File: config.mk
export PLATFORM = sky130hd
export DESIGN_NAME = ws2812b_strip_driver_flat
export DESIGN_NICKNAME = d
export VERILOG_FILES = /design/src/rtl/ws2812b_pkg.sv /design/src/rtl/ws2812b_strip_driver_if.sv /design/src/rtl/ws2812b_pixel_fifo.sv /design/src/rtl/ws2812b_strip_driver.sv /design/src/flat_wrapper.sv
export SDC_FILE = /design/constraint.sdc
export NUM_CORES = 1
export LEC_CHECK = 0
export CAP_MARGIN = 20
export CORE_ASPECT_RATIO = 2
export CORE_MARGIN = 2
export CORE_UTILIZATION = 55
export DETAILED_ROUTE_END_ITERATION = 12
export PLACE_DENSITY = 0.74
export SETUP_SLACK_MARGIN = 0.2
export SYNTH_ARGS = -nofsm -noshare
export SYNTH_HDL_FRONTEND = slang
export SYNTH_SLANG_ARGS = --single-unit
File: constraint.sdc
create_clock -name clk -period 3.6 [get_ports clk]
set_clock_uncertainty 0.1 [all_clocks]
set_input_delay 0.36 -clock clk [delete_from_list [all_inputs] [get_ports clk]]
set_output_delay 0.36 -clock clk [all_outputs]
set_load 0.01 [all_outputs]
File: src/rtl/ws2812b_pkg.sv
// Shared encodings for the WS2812B strip driver: FSM states, register addresses, status bits.
// Pure declarations; no logic, no latency.
package ws2812b_pkg;

  typedef enum logic [1:0] {
    S_IDLE  = 2'd0,
    S_HIGH  = 2'd1,
    S_LOW   = 2'd2,
    S_LATCH = 2'd3
  } state_t;

  localparam logic ADDR_DATA = 1'b0;
  localparam logic ADDR_CTRL = 1'b1;

  localparam int STAT_EMPTY     = 0;
  localparam int STAT_FULL      = 1;
  localparam int STAT_BUSY      = 2;
  localparam int STAT_OVERFLOW  = 3;
  localparam int STAT_LEVEL_LSB = 8;

  localparam int CTRL_ENABLE = 0;
  localparam int CTRL_FLUSH  = 1;

  function automatic int max_int(input int a, input int b);
    return (a > b) ? a : b;
  endfunction

endpackage

File: src/rtl/ws2812b_strip_driver_if.sv
// Avalon-MM slave bundle for the strip driver; single-cycle writes, readdata one clock after read.
// No wait states, so there is no backpressure signal.
interface ws2812b_strip_driver_if;
  logic        address;
  logic [31:0] writedata;
  logic        write;
  logic        read;
  logic [31:0] readdata;

  modport master (output address, output writedata, output write, output read, input readdata);
  modport slave  (input address, input writedata, input write, input read, output readdata);
endinterface

File: src/rtl/ws2812b_pixel_fifo.sv
// Show-ahead pixel FIFO: head visible combinationally, consumed on pop; flush empties it in one clock.
// Push while full is dropped unless a pop happens in the same cycle.
module ws2812b_pixel_fifo #(
  parameter int WIDTH = 24,
  parameter int DEPTH = 16
) (
  input  logic                       clk,
  input  logic                       reset_n,
  input  logic                       push,
  input  logic [WIDTH-1:0]           push_dat,
  input  logic                       pop,
  input  logic                       flush,
  output logic [WIDTH-1:0]           head_dat,
  output logic                       full,
  output logic                       empty,
  output logic [$clog2(DEPTH):0]     level
);

  localparam int AW = $clog2(DEPTH);
  localparam int LW = AW + 1;

  logic [WIDTH-1:0] r_mem [DEPTH];
  logic [AW-1:0]    r_wr_ptr;
  logic [AW-1:0]    r_rd_ptr;
  logic [LW-1:0]    r_level;
  logic             w_push_ok;
  logic             w_pop_ok;

  assign full      = (r_level == LW'(DEPTH));
  assign empty     = (r_level == '0);
  assign level     = r_level;
  assign head_dat  = r_mem[r_rd_ptr];
  // When full, a simultaneous pop frees the slot the push is about to fill.
  assign w_push_ok = push && (!full || pop);
  assign w_pop_ok  = pop && !empty;

  always_ff @(posedge clk or negedge reset_n) begin
    if (!reset_n) begin
      r_wr_ptr <= '0;
      r_rd_ptr <= '0;
      r_level  <= '0;
    end else if (flush) begin
      r_wr_ptr <= '0;
      r_rd_ptr <= '0;
      r_level  <= '0;
    end else begin
      if (w_push_ok) r_wr_ptr <= r_wr_ptr + 1'b1;
      if (w_pop_ok)  r_rd_ptr <= r_rd_ptr + 1'b1;
      case ({w_push_ok, w_pop_ok})
        2'b10:   r_level <= r_level + 1'b1;
        2'b01:   r_level <= r_level - 1'b1;
        default: r_level <= r_level;
      endcase
    end
  end

  always_ff @(posedge clk) begin
    if (w_push_ok && !flush) r_mem[r_wr_ptr] <= push_dat;
  end

endmodule

File: src/rtl/ws2812b_strip_driver.sv
// Self-timed WS2812B driver: Avalon regs, pixel FIFO, MSB-first serialiser, latch on underrun.
// data_out rises two clocks after the write that feeds an idle, enabled driver; writes never stall.
module ws2812b_strip_driver
  import ws2812b_pkg::*;
#(
  parameter int PIXEL_BITS = 24,
  parameter int FIFO_DEPTH = 16,
  parameter int T0H        = 20,
  parameter int T1H        = 40,
  parameter int TBIT       = 63,
  parameter int TRESET     = 2600
) (
  input  logic                   clk,
  input  logic                   reset_n,
  ws2812b_strip_driver_if.slave  avs,
  output logic                   data_out,
  output logic                   frame_done
);

  localparam int CW = $clog2(max_int(TBIT, TRESET));
  localparam int BW = $clog2(PIXEL_BITS);
  localparam int LW = $clog2(FIFO_DEPTH) + 1;

  localparam logic [CW-1:0] T0H_END    = CW'(T0H - 1);
  localparam logic [CW-1:0] T1H_END    = CW'(T1H - 1);
  localparam logic [CW-1:0] TBIT_END   = CW'(TBIT - 1);
  localparam logic [CW-1:0] TRESET_END = CW'(TRESET - 1);
  localparam logic [BW-1:0] BIT_MSB    = BW'(PIXEL_BITS - 1);

  state_t                r_state, w_state_nxt;
  logic [CW-1:0]         r_cnt, w_cnt_nxt;
  logic [BW-1:0]         r_bit_idx, w_bit_idx_nxt;
  logic [PIXEL_BITS-1:0] r_shift, w_shift_nxt;
  logic                  r_enable;
  logic                  r_flush;
  logic                  r_overflow;
  logic [31:0]           r_readdata;
  logic                  r_data_out;
  logic                  r_latch_done;
  logic                  r_frame_done;

  logic                  w_pop;
  logic                  w_latch_done;
  logic                  w_wr_data;
  logic                  w_wr_ctrl;
  logic                  w_rd_status;
  logic                  w_ovf_set;
  logic [PIXEL_BITS-1:0] w_head;
  logic                  w_full;
  logic                  w_empty;
  logic [LW-1:0]         w_level;
  logic [31:0]           w_status;

  assign w_wr_data   = avs.write && (avs.address == ADDR_DATA);
  assign w_wr_ctrl   = avs.write && (avs.address == ADDR_CTRL);
  assign w_rd_status = avs.read && (avs.address == ADDR_DATA);
  assign w_ovf_set   = w_wr_data && w_full && !w_pop;

  ws2812b_pixel_fifo #(
    .WIDTH (PIXEL_BITS),
    .DEPTH (FIFO_DEPTH)
  ) u_fifo (
    .clk      (clk),
    .reset_n  (reset_n),
    .push     (w_wr_data),
    .push_dat (avs.writedata[PIXEL_BITS-1:0]),
    .pop      (w_pop),
    .flush    (r_flush),
    .head_dat (w_head),
    .full     (w_full),
    .empty    (w_empty),
    .level    (w_level)
  );

  always_comb begin
    w_status                           = '0;
    w_status[STAT_EMPTY]               = w_empty;
    w_status[STAT_FULL]                = w_full;
    w_status[STAT_BUSY]                = (r_state != S_IDLE);
    w_status[STAT_OVERFLOW]            = r_overflow;
    w_status[STAT_LEVEL_LSB +: 8]      = 8'(w_level);
  end

  always_ff @(posedge clk or negedge reset_n) begin
    if (!reset_n) begin
      r_enable   <= 1'b0;
      r_flush    <= 1'b0;
      r_overflow <= 1'b0;
      r_readdata <= '0;
    end else begin
      r_flush <= w_wr_ctrl && avs.writedata[CTRL_FLUSH];
      if (w_wr_ctrl) r_enable <= avs.writedata[CTRL_ENABLE];
      // A fresh overflow in the same cycle as the status read must not be lost.
      if (w_ovf_set)        r_overflow <= 1'b1;
      else if (w_rd_status) r_overflow <= 1'b0;
      if (avs.read)
        r_readdata <= (avs.address == ADDR_CTRL) ? {31'b0, r_enable} : w_status;
    end
  end

  assign avs.readdata = r_readdata;

  always_comb begin
    w_state_nxt   = r_state;
    w_cnt_nxt     = r_cnt + 1'b1;
    w_bit_idx_nxt = r_bit_idx;
    w_shift_nxt   = r_shift;
    w_pop         = 1'b0;
    w_latch_done  = 1'b0;
    case (r_state)
      S_IDLE: begin
        w_cnt_nxt = '0;
        if (r_enable && !w_empty) begin
          w_pop         = 1'b1;
          w_shift_nxt   = w_head;
          w_bit_idx_nxt = BIT_MSB;
          w_state_nxt   = S_HIGH;
        end
      end
      S_HIGH: begin
        if (r_cnt == (r_shift[PIXEL_BITS-1] ? T1H_END : T0H_END))
          w_state_nxt = S_LOW;
      end
      S_LOW: begin
        if (r_cnt == TBIT_END) begin
          w_cnt_nxt = '0;
          if (r_bit_idx != '0) begin
            w_shift_nxt   = r_shift << 1;
            w_bit_idx_nxt = r_bit_idx - 1'b1;
            w_state_nxt   = S_HIGH;
          end else if (r_enable && !w_empty) begin
            w_pop         = 1'b1;
            w_shift_nxt   = w_head;
            w_bit_idx_nxt = BIT_MSB;
            w_state_nxt   = S_HIGH;
          end else begin
            w_state_nxt = S_LATCH;
          end
        end
      end
      S_LATCH: begin
        if (r_cnt == TRESET_END) begin
          w_cnt_nxt    = '0;
          w_latch_done = 1'b1;
          w_state_nxt  = S_IDLE;
        end
      end
      default: begin
        w_cnt_nxt   = '0;
        w_state_nxt = S_IDLE;
      end
    endcase
  end

  // data_out and frame_done both trail the state by one clock so they stay mutually aligned.
  always_ff @(posedge clk or negedge reset_n) begin
    if (!reset_n) begin
      r_state      <= S_IDLE;
      r_cnt        <= '0;
      r_bit_idx    <= '0;
      r_shift      <= '0;
      r_data_out   <= 1'b0;
      r_latch_done <= 1'b0;
      r_frame_done <= 1'b0;
    end else begin
      r_state      <= w_state_nxt;
      r_cnt        <= w_cnt_nxt;
      r_bit_idx    <= w_bit_idx_nxt;
      r_shift      <= w_shift_nxt;
      r_data_out   <= (r_state == S_HIGH);
      r_latch_done <= w_latch_done;
      r_frame_done <= r_latch_done;
    end
  end

  assign data_out   = r_data_out;
  assign frame_done = r_frame_done;

endmodule

File: src/flat_wrapper.sv
// flat-port wrapper written by rule: the top's interface ports become plain ports
module ws2812b_strip_driver_flat import ws2812b_pkg::*;
#(
  parameter int PIXEL_BITS = 24,
  parameter int FIFO_DEPTH = 16,
  parameter int T0H        = 20,
  parameter int T1H        = 40,
  parameter int TBIT       = 63,
  parameter int TRESET     = 2600
)
  (clk, reset_n, data_out, frame_done, avs_address, avs_writedata, avs_write, avs_read, avs_readdata);
  ws2812b_strip_driver_if avs_i ();
  input  logic clk;
  input  logic reset_n;
  output logic data_out;
  output logic frame_done;
  input wire logic [$bits(avs_i.address)-1:0] avs_address;
  input wire logic [$bits(avs_i.writedata)-1:0] avs_writedata;
  input wire logic [$bits(avs_i.write)-1:0] avs_write;
  input wire logic [$bits(avs_i.read)-1:0] avs_read;
  output wire logic [$bits(avs_i.readdata)-1:0] avs_readdata;
  assign avs_i.address = avs_address;
  assign avs_i.writedata = avs_writedata;
  assign avs_i.write = avs_write;
  assign avs_i.read = avs_read;
  assign avs_readdata = avs_i.readdata;
  ws2812b_strip_driver #(.PIXEL_BITS(PIXEL_BITS), .FIFO_DEPTH(FIFO_DEPTH), .T0H(T0H), .T1H(T1H), .TBIT(TBIT), .TRESET(TRESET)) u_core (.clk(clk), .reset_n(reset_n), .avs(avs_i), .data_out(data_out), .frame_done(frame_done));
endmodule
==> metrics.txt <==
# TYPE chip_impl_metric gauge
chip_impl_metric{name="initial_core_utilization",unit=""} 0.557
chip_impl_metric{name="drv_slew",unit=""} 0
chip_impl_metric{name="die_height",unit="um"} 262
chip_impl_metric{name="global_route_wire_length_before_repair",unit="um"} 56700
chip_impl_metric{name="r2r_slack",unit="ns"} 0.25
chip_impl_metric{name="final_period_minus_worst_setup_slack",unit="ns"} 3.35
chip_impl_info{name="rsz_0062_raised_after_global_routing",value="yes"} 1
chip_impl_metric{name="synthXorXnorAreaFrac",unit=""} 0.00767
chip_impl_metric{name="cts_inserted_buffers",unit=""} 38
chip_impl_metric{name="place.gp.congestion",unit=""} 0.821
chip_impl_metric{name="grt_start_max_net_pins",unit=""} 72
chip_impl_metric{name="core",unit="um2"} 32800
chip_impl_info{name="criticalPathCategory",value="reg -> reg"} 1
chip_impl_info{name="clock_tree_from_tritoncts",value="built"} 1
chip_impl_metric{name="cellPowerDensity",unit="nW/um2"} 621
chip_impl_metric{name="syn_to_final_growth",unit="%"} 13.3
chip_impl_metric{name="timing_worst_slew_pin_value",unit="ns"} 0.965
chip_impl_metric{name="clkSinkCount",unit=""} 455
chip_impl_metric{name="synth.yosys.warnings",unit=""} 0
chip_impl_metric{name="timing.final.crit_share",unit=""} 0.932
chip_impl_info{name="critPathSlowestCell",value="sky130_fd_sc_hd__o311a_4"} 1
chip_impl_metric{name="compound_cell_area_share_of_the_yosys_netlist",unit=""} 0.0551
chip_impl_metric{name="synthMuxAreaShare",unit=""} 0.125
chip_impl_metric{name="first_global_vias",unit=""} 9579
chip_impl_metric{name="port_buffers",unit=""} 39
chip_impl_metric{name="drt_iter0_markers",unit=""} 612
chip_impl_metric{name="vdd.ir_drop.worst",unit="V"} 0.000328
chip_impl_metric{name="power_leakage",unit="nW"} 6.80
chip_impl_metric{name="initial_antenna_violation_count",unit=""} 0
chip_impl_info{name="startpoint_type",value="flip-flop"} 1
chip_impl_metric{name="synth_enable_flop_cells",unit=""} 384
chip_impl_metric{name="cp.required",unit="ns"} 3.93
chip_impl_metric{name="crit_arrival",unit="ns"} 3.68
chip_impl_metric{name="firstDrtPassIters",unit=""} 5
chip_impl_metric{name="timing.setup.tns",unit="ns"} 0
chip_impl_metric{name="insertedDiodeCount",unit=""} 0
chip_impl_metric{name="synth_seq_area_share",unit=""} 0.728
chip_impl_metric{name="number_of_flip_flops_and_latches_in_the_synthesized_netlist",unit=""} 455
chip_impl_info{name="final_cell_mix",value="sky130_fd_sc_hd__edfxtp_1, sky130_fd_sc_hd__mux4_2, sky130_fd_sc_hd__dfrtp_1, sky130_fd_sc_hd__a22oi_1, sky130_fd_sc_hd__clkbuf_16"} 1
chip_impl_metric{name="max_freq",unit="MHz"} 298
chip_impl_metric{name="drive_gt1_frac",unit=""} 0.238
chip_impl_info{name="worst_setup_path_end_kind",value="flip-flop"} 1
chip_impl_metric{name="synth_adder_area_share",unit=""} 0.00890
chip_impl_metric{name="htreeDepth",unit=""} 2
chip_impl_metric{name="floorplan.rows",unit=""} 94
chip_impl_metric{name="utilization",unit=""} 0.631
chip_impl_metric{name="syn-cell-area",unit="um2"} 18300
chip_impl_metric{name="routed_via_density",unit=""} 6.19
chip_impl_metric{name="final_hold_viol_count",unit=""} 0
chip_impl_metric{name="slowest_stage_delay_cp",unit="ns"} 0.43
chip_impl_metric{name="worstPathMaxFanout",unit=""} 6
chip_impl_metric{name="routed_wl",unit="um"} 37900
chip_impl_metric{name="hpwlAfterDp",unit="um"} 21300
chip_impl_info{name="synth_top_family_by_area",value="multiplexers"} 1
chip_impl_metric{name="setup-violations-final",unit=""} 0
chip_impl_metric{name="synthDistinctLibCells",unit=""} 63
chip_impl_metric{name="worst_slew_margin_rel",unit=""} 0.357
chip_impl_metric{name="clock_latency",unit="ns"} 0.54
chip_impl_metric{name="synthesis.instances",unit=""} 968
chip_impl_metric{name="path_clk_slew",unit="ns"} 0.07
chip_impl_info{name="ctsRootBufferMaster",value="sky130_fd_sc_hd__clkbuf_16"} 1
chip_impl_metric{name="avgSynthCellArea",unit="um2"} 18.9
chip_impl_metric{name="postLayoutSetupSlackWorst",unit="ns"} 0.246
chip_impl_metric{name="preCtsSetupSlack",unit="ns"} 0.101
chip_impl_metric{name="grt_usage",unit=""} 0.221
chip_impl_metric{name="final_hold_slack",unit="ns"} 0.260
chip_impl_info{name="run_status",value="finished, final reports clean"} 1
chip_impl_metric{name="max-clock-path-buffers",unit=""} 3
chip_impl_metric{name="routed-via-count",unit=""} 9271
chip_impl_metric{name="die_area",unit="um2"} 34800
chip_impl_metric{name="antenna_violating_nets_post_route",unit=""} 0
chip_impl_metric{name="boundaryPins",unit=""} 71
chip_impl_metric{name="nNetsFinal",unit=""} 1087
chip_impl_metric{name="synth_simple_gate_area_frac",unit=""} 0.0480
chip_impl_metric{name="gr_overflow_total",unit=""} 0
chip_impl_metric{name="die_w",unit="um"} 133
chip_impl_metric{name="synth_async_reset_ratio",unit=""} 0.156
chip_impl_metric{name="worst-path-buf-inv",unit=""} 2
chip_impl_info{name="timing.critical_path.cells",value="inv_1, ha_1, nor3b_4, a41oi_2, o311a_4, nor2_4, inv_4, ha_4, xor2_2, ha_2, a211o_1, nand2_1, nand3b_1, a31oi_1, mux2_2"} 1
chip_impl_info{name="yosys_most_used_dff",value="sky130_fd_sc_hd__edfxtp_1"} 1
chip_impl_info{name="mostFrequentLayoutCell",value="sky130_fd_sc_hd__edfxtp_1"} 1
chip_impl_metric{name="avgRoutedWirePerCell",unit="um"} 25.3
chip_impl_info{name="cp_top_family",value="compound AO/OA/AOI/OAI gates"} 1
chip_impl_metric{name="drt_drc_violations_left",unit=""} 0
chip_impl_info{name="hold_path.class",value="reg -> reg"} 1
chip_impl_metric{name="maxCapViolCount",unit=""} 0
[kinds of logic after synthesis]
group | Yosys count
buffers and inverters | 97
and+or+nand+nor | 153
xor gates and xnor gates | 16
other | 1
muxes | 109
DFF | 455
AOI/OAI and AO/OA | 124
adders and majority gates | 13
[power breakdown]
part	switching, mW	total [mW]	leakage, nW	internal (mW)
sequential	0.433	6.54	4.33	6.10
combinational	1.10	2.40	1.91	1.30
clock	1.82	3.91	0.567	2.09
total	3.35	12.8	6.80	9.49
[stage by stage]
step	power [mW]	cell area, um2	std cells
after detailed placement	9.29	19400	1418
after floorplan	8.52	18400	990
after CTS	13.2	20600	1489
final	12.8	20700	1497
after global routing	13.3	20700	1497
after global placement	9.22	19400	1418
[final timing paths]
kind,from,end,cells after the start
worst max-delay path,u_core.r_cnt[0],u_core.u_fifo.level[4],15
worst min-delay path,u_core.r_latch_done,u_core.frame_done,0
worst max register to register,u_core.r_cnt[0],u_core.u_fifo.level[4],15
worst min register to register,u_core.r_latch_done,u_core.frame_done,0
max in group asynchronous,reset_n,u_core.r_cnt[0],2
min in group asynchronous,reset_n,u_core.r_shift[1],2
[state kept, by name, indices dropped and copies added, names as in the netlist]
register and flops:
u_core.r_cnt 12, u_core.data_out 1, u_core.avs.readdata 9, u_core.r_shift 24
u_core.r_state 2, u_core.r_overflow 1, u_core.u_fifo.r_rd_ptr 4, u_core.u_fifo.r_mem 384
u_core.r_bit_idx 5, u_core.r_enable 1, u_core.r_flush 1, u_core.r_latch_done 1
u_core.frame_done 1, u_core.u_fifo.level 5, u_core.u_fifo.r_wr_ptr 4
[synth_stat cells, types with 2 or more instances]
cell / n / area (um2)
sky130_fd_sc_hd__o221a_1: 10 / 113
sky130_fd_sc_hd__mux4_2: 94 / 2120
sky130_fd_sc_hd__nor2_1: 28 / 105
sky130_fd_sc_hd__xnor2_1: 3 / 26.3
sky130_fd_sc_hd__edfxtp_1: 384 / 11500
sky130_fd_sc_hd__or3_1: 3 / 18.8
sky130_fd_sc_hd__nand3_1: 33 / 165
sky130_fd_sc_hd__a21o_1: 3 / 22.5
sky130_fd_sc_hd__nor4b_1: 3 / 26.3
sky130_fd_sc_hd__clkbuf_1: 27 / 101
sky130_fd_sc_hd__nand4_1: 4 / 25.0
sky130_fd_sc_hd__o31ai_1: 4 / 30.0
sky130_fd_sc_hd__inv_1: 17 / 63.8
sky130_fd_sc_hd__mux2_2: 6 / 67.6
sky130_fd_sc_hd__xor2_1: 13 / 114
sky130_fd_sc_hd__a31oi_1: 2 / 12.5
sky130_fd_sc_hd__nand3b_1: 9 / 67.6
sky130_fd_sc_hd__nand2_1: 17 / 63.8
sky130_fd_sc_hd__ha_1: 13 / 163
sky130_fd_sc_hd__a22oi_1: 50 / 375
sky130_fd_sc_hd__mux2i_1: 9 / 90.1
sky130_fd_sc_hd__and4_1: 2 / 17.5
sky130_fd_sc_hd__nor2b_1: 8 / 50.1
sky130_fd_sc_hd__o22ai_1: 2 / 12.5
sky130_fd_sc_hd__a21oi_1: 10 / 50.1
sky130_fd_sc_hd__buf_2: 18 / 90.1
sky130_fd_sc_hd__buf_4: 25 / 188
sky130_fd_sc_hd__buf_1: 7 / 26.3
sky130_fd_sc_hd__and3_1: 21 / 131
sky130_fd_sc_hd__o221a_2: 14 / 158
sky130_fd_sc_hd__nor3_1: 4 / 20.0
sky130_fd_sc_hd__nor3b_1: 3 / 22.5
sky130_fd_sc_hd__nand2b_1: 7 / 43.8
sky130_fd_sc_hd__o21ai_0: 15 / 75.1
sky130_fd_sc_hd__buf_6: 2 / 22.5
sky130_fd_sc_hd__dfrtp_1: 71 / 1780
[repair_timing]
item,in CTS,in global routing
cloned,0,0
pin swaps,2,5
setup buffers,2,8
endpoints found under the setup margin,1,1
hold buffers,1,0
gates resized for setup,0,7
endpoints found under the hold margin,71,0
[metal layers]
metal,vias up,GRT usage,wire length (um)
met2,312,0.394,20700
met3,83,0.0278,1680
met5,-,0,0
met1,4854,0.267,14000
met4,0,0.108,1640
li1,4022,-,-
[cell type report]
| type | instances | area, um2 |
|---|---|---|
| Clock buffer | 47 | 1020 |
| Multi-Input combinational cell | 438 | 4630 |
| Clock inverter | 21 | 153 |
| Tap cell | 432 | 541 |
| Sequential cell | 455 | 13300 |
| Inverter | 18 | 70.1 |
| Timing Repair Buffer | 86 | 966 |
| Fill cell | 2221 | 12100 |
Power figures use the tool's default switching activity.
==> variant 1 (same settings) <==
Re-encode `state_t` (4 states) as one-hot, 4 bits wide.
--- a/src/rtl/ws2812b_pkg.sv
+++ b/src/rtl/ws2812b_pkg.sv
@@ -2,11 +2,11 @@
 // Pure declarations; no logic, no latency.
 package ws2812b_pkg;
 
-  typedef enum logic [1:0] {
-    S_IDLE  = 2'd0,
-    S_HIGH  = 2'd1,
-    S_LOW   = 2'd2,
-    S_LATCH = 2'd3
+  typedef enum logic [3:0] {
+    S_IDLE  = 4'b0001,
+    S_HIGH  = 4'b0010,
+    S_LOW   = 4'b0100,
+    S_LATCH = 4'b1000
   } state_t;
 
   localparam logic ADDR_DATA = 1'b0;
Behaviour: no difference found for any inputs over 4 cycles, from zero or initial values and one cycle with reset_n low; so few cycles prove little.
==> variant 1 against the unedited design <==
- total power grew 10%
- critical path depth is 3 lower
- clock power is 8.4% higher
- final area rose by 0.47%
- setup slack got worse by 16 ps
- wire length increased by 2.5%
- synthesized area fell by 1.2%
- non-clock buffer count up 12
- sequential cell count increased by 2
==> variant 1: results (changes against the unedited design) <==
metric;value;unit;change
status;finished clean;;unchanged
GRT met1 Usage;0.2777;;was 0.2668
Worst Tran Pin Value;1004;ps;was 964.8 ps
area delta synth->final;15.16;%;was 13.28%
Post-synth ARST share;0.1597;;was 0.1560
maximum vdd drop;0.4695;mV;was 0.3278 mV
crit-path max cell delay;620;ps;was 430 ps
Total GRT Usage;0.2320;;was 0.2207
met3 Usage GRT;0.02632;;was 0.02778
Worst path slowest cell;or4_4;;was o311a_4
Cells after DPL;1430;;was 1418
first-pass GRT wire length;58.71;mm;was 56.66 mm
fillcell total;2157;;was 2221
Max FO, Critical Path;5;;was 6
GP Congestion;0.7709;;was 0.8213
nets;1103;;was 1087
leak pwr;6.912;nW;was 6.804 nW
Vias;9328;;was 9271
Final Non-Filler Cells;1509;;was 1497
Top delay family on crit path;simple AND/OR/NAND/NOR gates;;was compound AO/OA/AOI/OAI gates
pre-CTS setup slack;102.6;ps;was 101.0 ps
Placement Cell Area;19420;um^2;was 19410 um^2
drt first-iter violations;761;;was 612
post-synthesis sequential area ratio;0.7400;;was 0.7285
pin count of the biggest net entering global routing;74;;was 72
largest cells by area after synthesis;edfxtp_1 (64%), mux4_2 (12%), dfrtp_1 (10%);;was edfxtp_1 (63%), mux4_2 (12%), dfrtp_1 (9.7%)
layout cells sized above 1;0.2292;;was 0.2385
synth unique cells;54;;was 63
[variant 1: cell types whose count changed in the layout (fill, tap and decap cells not counted), moves of 23 or more]
| cell | before | now |
|---|---|---|
| o22ai_1 | 2 | 27 |
| a221oi_1 | 0 | 23 |
| a21oi_1 | 10 | 35 |
| a22o_1 | 0 | 24 |
| a22oi_1 | 50 | 4 |
| nand3_1 | 33 | 7 |
[variant 1: final cells by class]
type,count,area share
Tap cell,427,0.02570
Clock buffer,54,0.05302
Inverter,18,0.003250
Timing Repair Buffer,98,0.05031
Sequential cell,457,0.6429
Clock inverter,15,0.008485
Multi-Input combinational cell,440,0.2163
[variant 1: path summary, 6_finish.rpt]
kind                       slack, ps                   endpoint  cells past startpoint                 from
max                              230     u_core.u_fifo.level[2]                     12    u_core.r_state[3]
max reg2reg                      230     u_core.u_fifo.level[2]                     12    u_core.r_state[3]
min                              250          u_core.frame_done                      0  u_core.r_latch_done
max in group asynchronous       2230  u_core.u_fifo.r_rd_ptr[1]                      2              reset_n
min reg2reg                      250          u_core.frame_done                      0  u_core.r_latch_done
min in group asynchronous        430     u_core.avs.readdata[9]                      2              reset_n
[variant 1: repair_timing]
action | CTS | global route
setup endpoints to repair | 2 | 2
gates resized for setup | 1 | 3
buffers inserted | 3 | 6
hold buffers | 1 | 0
hold endpoints to repair | 72 | 0
pin swaps | 2 | 5
[variant 1: routing by layer]
| layer | wire length, um | part of all wire |
|---|---|---|
| met5 | 0 | 0 |
| met4 | 1467 | 0.038 |
| met3 | 2125 | 0.055 |
| met2 | 21400 | 0.55 |
| met1 | 13900 | 0.36 |
[variant 1: logic make-up after synthesis]
family | synth area share
multiplexers | 0.1238
AO/OA/AOI/OAI | 0.05357
flip-flops | 0.7400
AND/OR/NAND/NOR | 0.03930
other | 0.0002077
adder cells (fa/ha/maj) | 0.009010
buffers and inverters | 0.02488
XOR/XNOR | 0.009218
[variant 1: worst register-to-register path: stages, from the launching register on]
cell,delay [ps]
dfrtp_1,430
or4b_4,510
or4_4,620
o21ai_4,180
inv_2,70
ha_4,170
xor2_1,150
ha_2,210
buf_4,130
a21oi_1,150
xor2_1,120
or3_1,310
a21oi_1,130
[variant 1: per-stage QoR]
stage,hold slack (ps),power (mW)
floorplan,-35.59,8.895
global placement,236.3,9.873
detailed placement,241.1,9.975
CTS,255.9,14.21
global route,278.0,14.71
finish,252.2,14.14
[variant 1: where the power goes]
part | total [mW] | switching (mW) | internal, mW
Clock | 4.24 | 1.81 | 2.43
Sequential | 6.56 | 0.370 | 6.19
Combinational | 3.35 | 1.73 | 1.62
==> variant 2 (config.mk and constraints unchanged) <==
Made on the original files. `PIXEL_BITS` is set to 24 in 2 places; all go to 32.
--- a/src/rtl/ws2812b_strip_driver.sv
+++ b/src/rtl/ws2812b_strip_driver.sv
@@ -3,7 +3,7 @@
 module ws2812b_strip_driver
   import ws2812b_pkg::*;
 #(
-  parameter int PIXEL_BITS = 24,
+  parameter int PIXEL_BITS = 32,
   parameter int FIFO_DEPTH = 16,
   parameter int T0H        = 20,
   parameter int T1H        = 40,
--- a/src/flat_wrapper.sv
+++ b/src/flat_wrapper.sv
@@ -1,7 +1,7 @@
 // flat-port wrapper written by rule: the top's interface ports become plain ports
 module ws2812b_strip_driver_flat import ws2812b_pkg::*;
 #(
-  parameter int PIXEL_BITS = 24,
+  parameter int PIXEL_BITS = 32,
   parameter int FIFO_DEPTH = 16,
   parameter int T0H        = 20,
   parameter int T1H        = 40,
Function: no difference found for any inputs over 4 cycles, from zero or initial values and one cycle with reset_n low; that may be too few to reach the edited logic, so the function may still have changed.
==> variant 2 against the unedited design <==
- synthesized area is 27% higher
- first-iteration DRC count is 65% higher
- global-route usage is 1.0 points higher
- setup slack better by 82 ps
- highest routed layer unchanged
- combinational power is 6% higher
- total power is 29% higher
- sequential power is 28% higher
- final area is 28% higher
- count of clock-buffer cells in the layout is 15 higher
- hold slack worse by 0.74 ps
- wire length is 30% higher
- sequential cell count is 136 higher
==> variant 2: results (changes against the unedited design) <==
metric;value;unit;change
pin count of the biggest net entering global routing;69;;was 72
most frequent cells after synthesis;edfxtp_1 (512), mux4_2 (124), dfrtp_1 (79);;was edfxtp_1 (384), mux4_2 (94), dfrtp_1 (71)
CLK BUF;62;;was 47
Seq/total area;0.6575;;was 0.6435
Final HPWL DP;28.90;mm;was 21.28 mm
Vias;11530;;was 9271
largest cells by area after synthesis;edfxtp_1 (66%), mux4_2 (12%), dfrtp_1 (8.5%);;was edfxtp_1 (63%), mux4_2 (12%), dfrtp_1 (9.7%)
clock-cell share of area;0.06408;;was 0.05647
Gate Count Post-Synth;1180;;was 968
multi-input combinational area share;0.2102;;was 0.2238
fillcell total;2782;;was 2221
multi-input gate count;505;;was 438
Cells after DPL;1746;;was 1418
GP Congestion;0.7785;;was 0.8213
leak pwr;8.596;nW;was 6.804 nW
worst skew pair latency;570;ps;was 540 ps
post-synthesis sequential area ratio;0.7450;;was 0.7285
PortBufs;47;;was 39
DRT Pass-1 Iters;6;;was 5
nets;1313;;was 1087
postcts setup bufs;1;;was 2
pre-CTS setup slack;67.43;ps;was 101.0 ps
Signal inverters;17;;was 18
Non-Clock Buffer Count;99;;was 86
status;finished clean;;unchanged
Slew HR;0.4022;;was 0.3568
FF+latch count, synth;591;;was 455
largest registers;u_core.u_fifo.r_mem x512, u_core.r_shift x32, u_core.r_cnt x12;;was u_core.u_fifo.r_mem x384, u_core.r_shift x24, u_core.r_cnt x12
Final Non-Filler Cells;1843;;was 1497
synth unique cells;58;;was 63
[variant 2: changes by cell type after synthesis, moves of 6 or more]
cell and delta:
edfxtp_1 +128, mux4_2 +30, o221a_2 +17, a22oi_1 +12
nor2_1 +10, o221a_1 -10, clkbuf_1 +9, nand2_1 +9
dfrtp_1 +8, buf_6 +6
[variant 2: layer usage]
layer,GRT usage,part of all wire
met5,0,0
met4,0.1003,0.042
met3,0.02623,0.045
met2,0.4304,0.56
met1,0.2664,0.35
[variant 2: final timing paths]
kind                                startpoint  slack (ps)                     end  cells after the start
min                        u_core.r_latch_done         260       u_core.frame_done                      0
max reg2reg                u_core.r_bit_idx[0]         330  u_core.u_fifo.level[4]                     14
min reg2reg                u_core.r_latch_done         260       u_core.frame_done                      0
max                        u_core.r_bit_idx[0]         330  u_core.u_fifo.level[4]                     14
min in group asynchronous              reset_n         350          u_core.r_flush                      2
max in group asynchronous              reset_n        2210         u_core.r_cnt[4]                      3
[variant 2: cell families after synthesis]
group | share of synthesized area
AOI/OAI and AO/OA | 0.05039
xor gates and xnor gates | 0.006393
adders and majority gates | 0.006984
buffers and inverters | 0.02520
DFF | 0.7450
muxes | 0.1267
other | 0.0001610
and+or+nand+nor | 0.03916
[variant 2: where the power goes]
| group | leakage (nW) | switching (mW) | internal [mW] | total, mW |
|---|---|---|---|---|
| clock | 0.824 | 2.37 | 3.24 | 5.61 |
| combinational | 2.18 | 1.25 | 1.29 | 2.54 |
| sequential | 5.59 | 0.385 | 7.98 | 8.36 |
[variant 2: worst max-delay path, cell delays in order (launching register included)]
cell	delay, ps
dfrtp_1	380
inv_1	100
ha_1	170
nor4b_4	260
nand4_1	130
buf_4	190
a211oi_4	230
inv_2	60
ha_1	230
buf_4	180
ha_1	330
nor3b_2	170
o21ai_0	110
a31oi_1	170
mux2_2	350
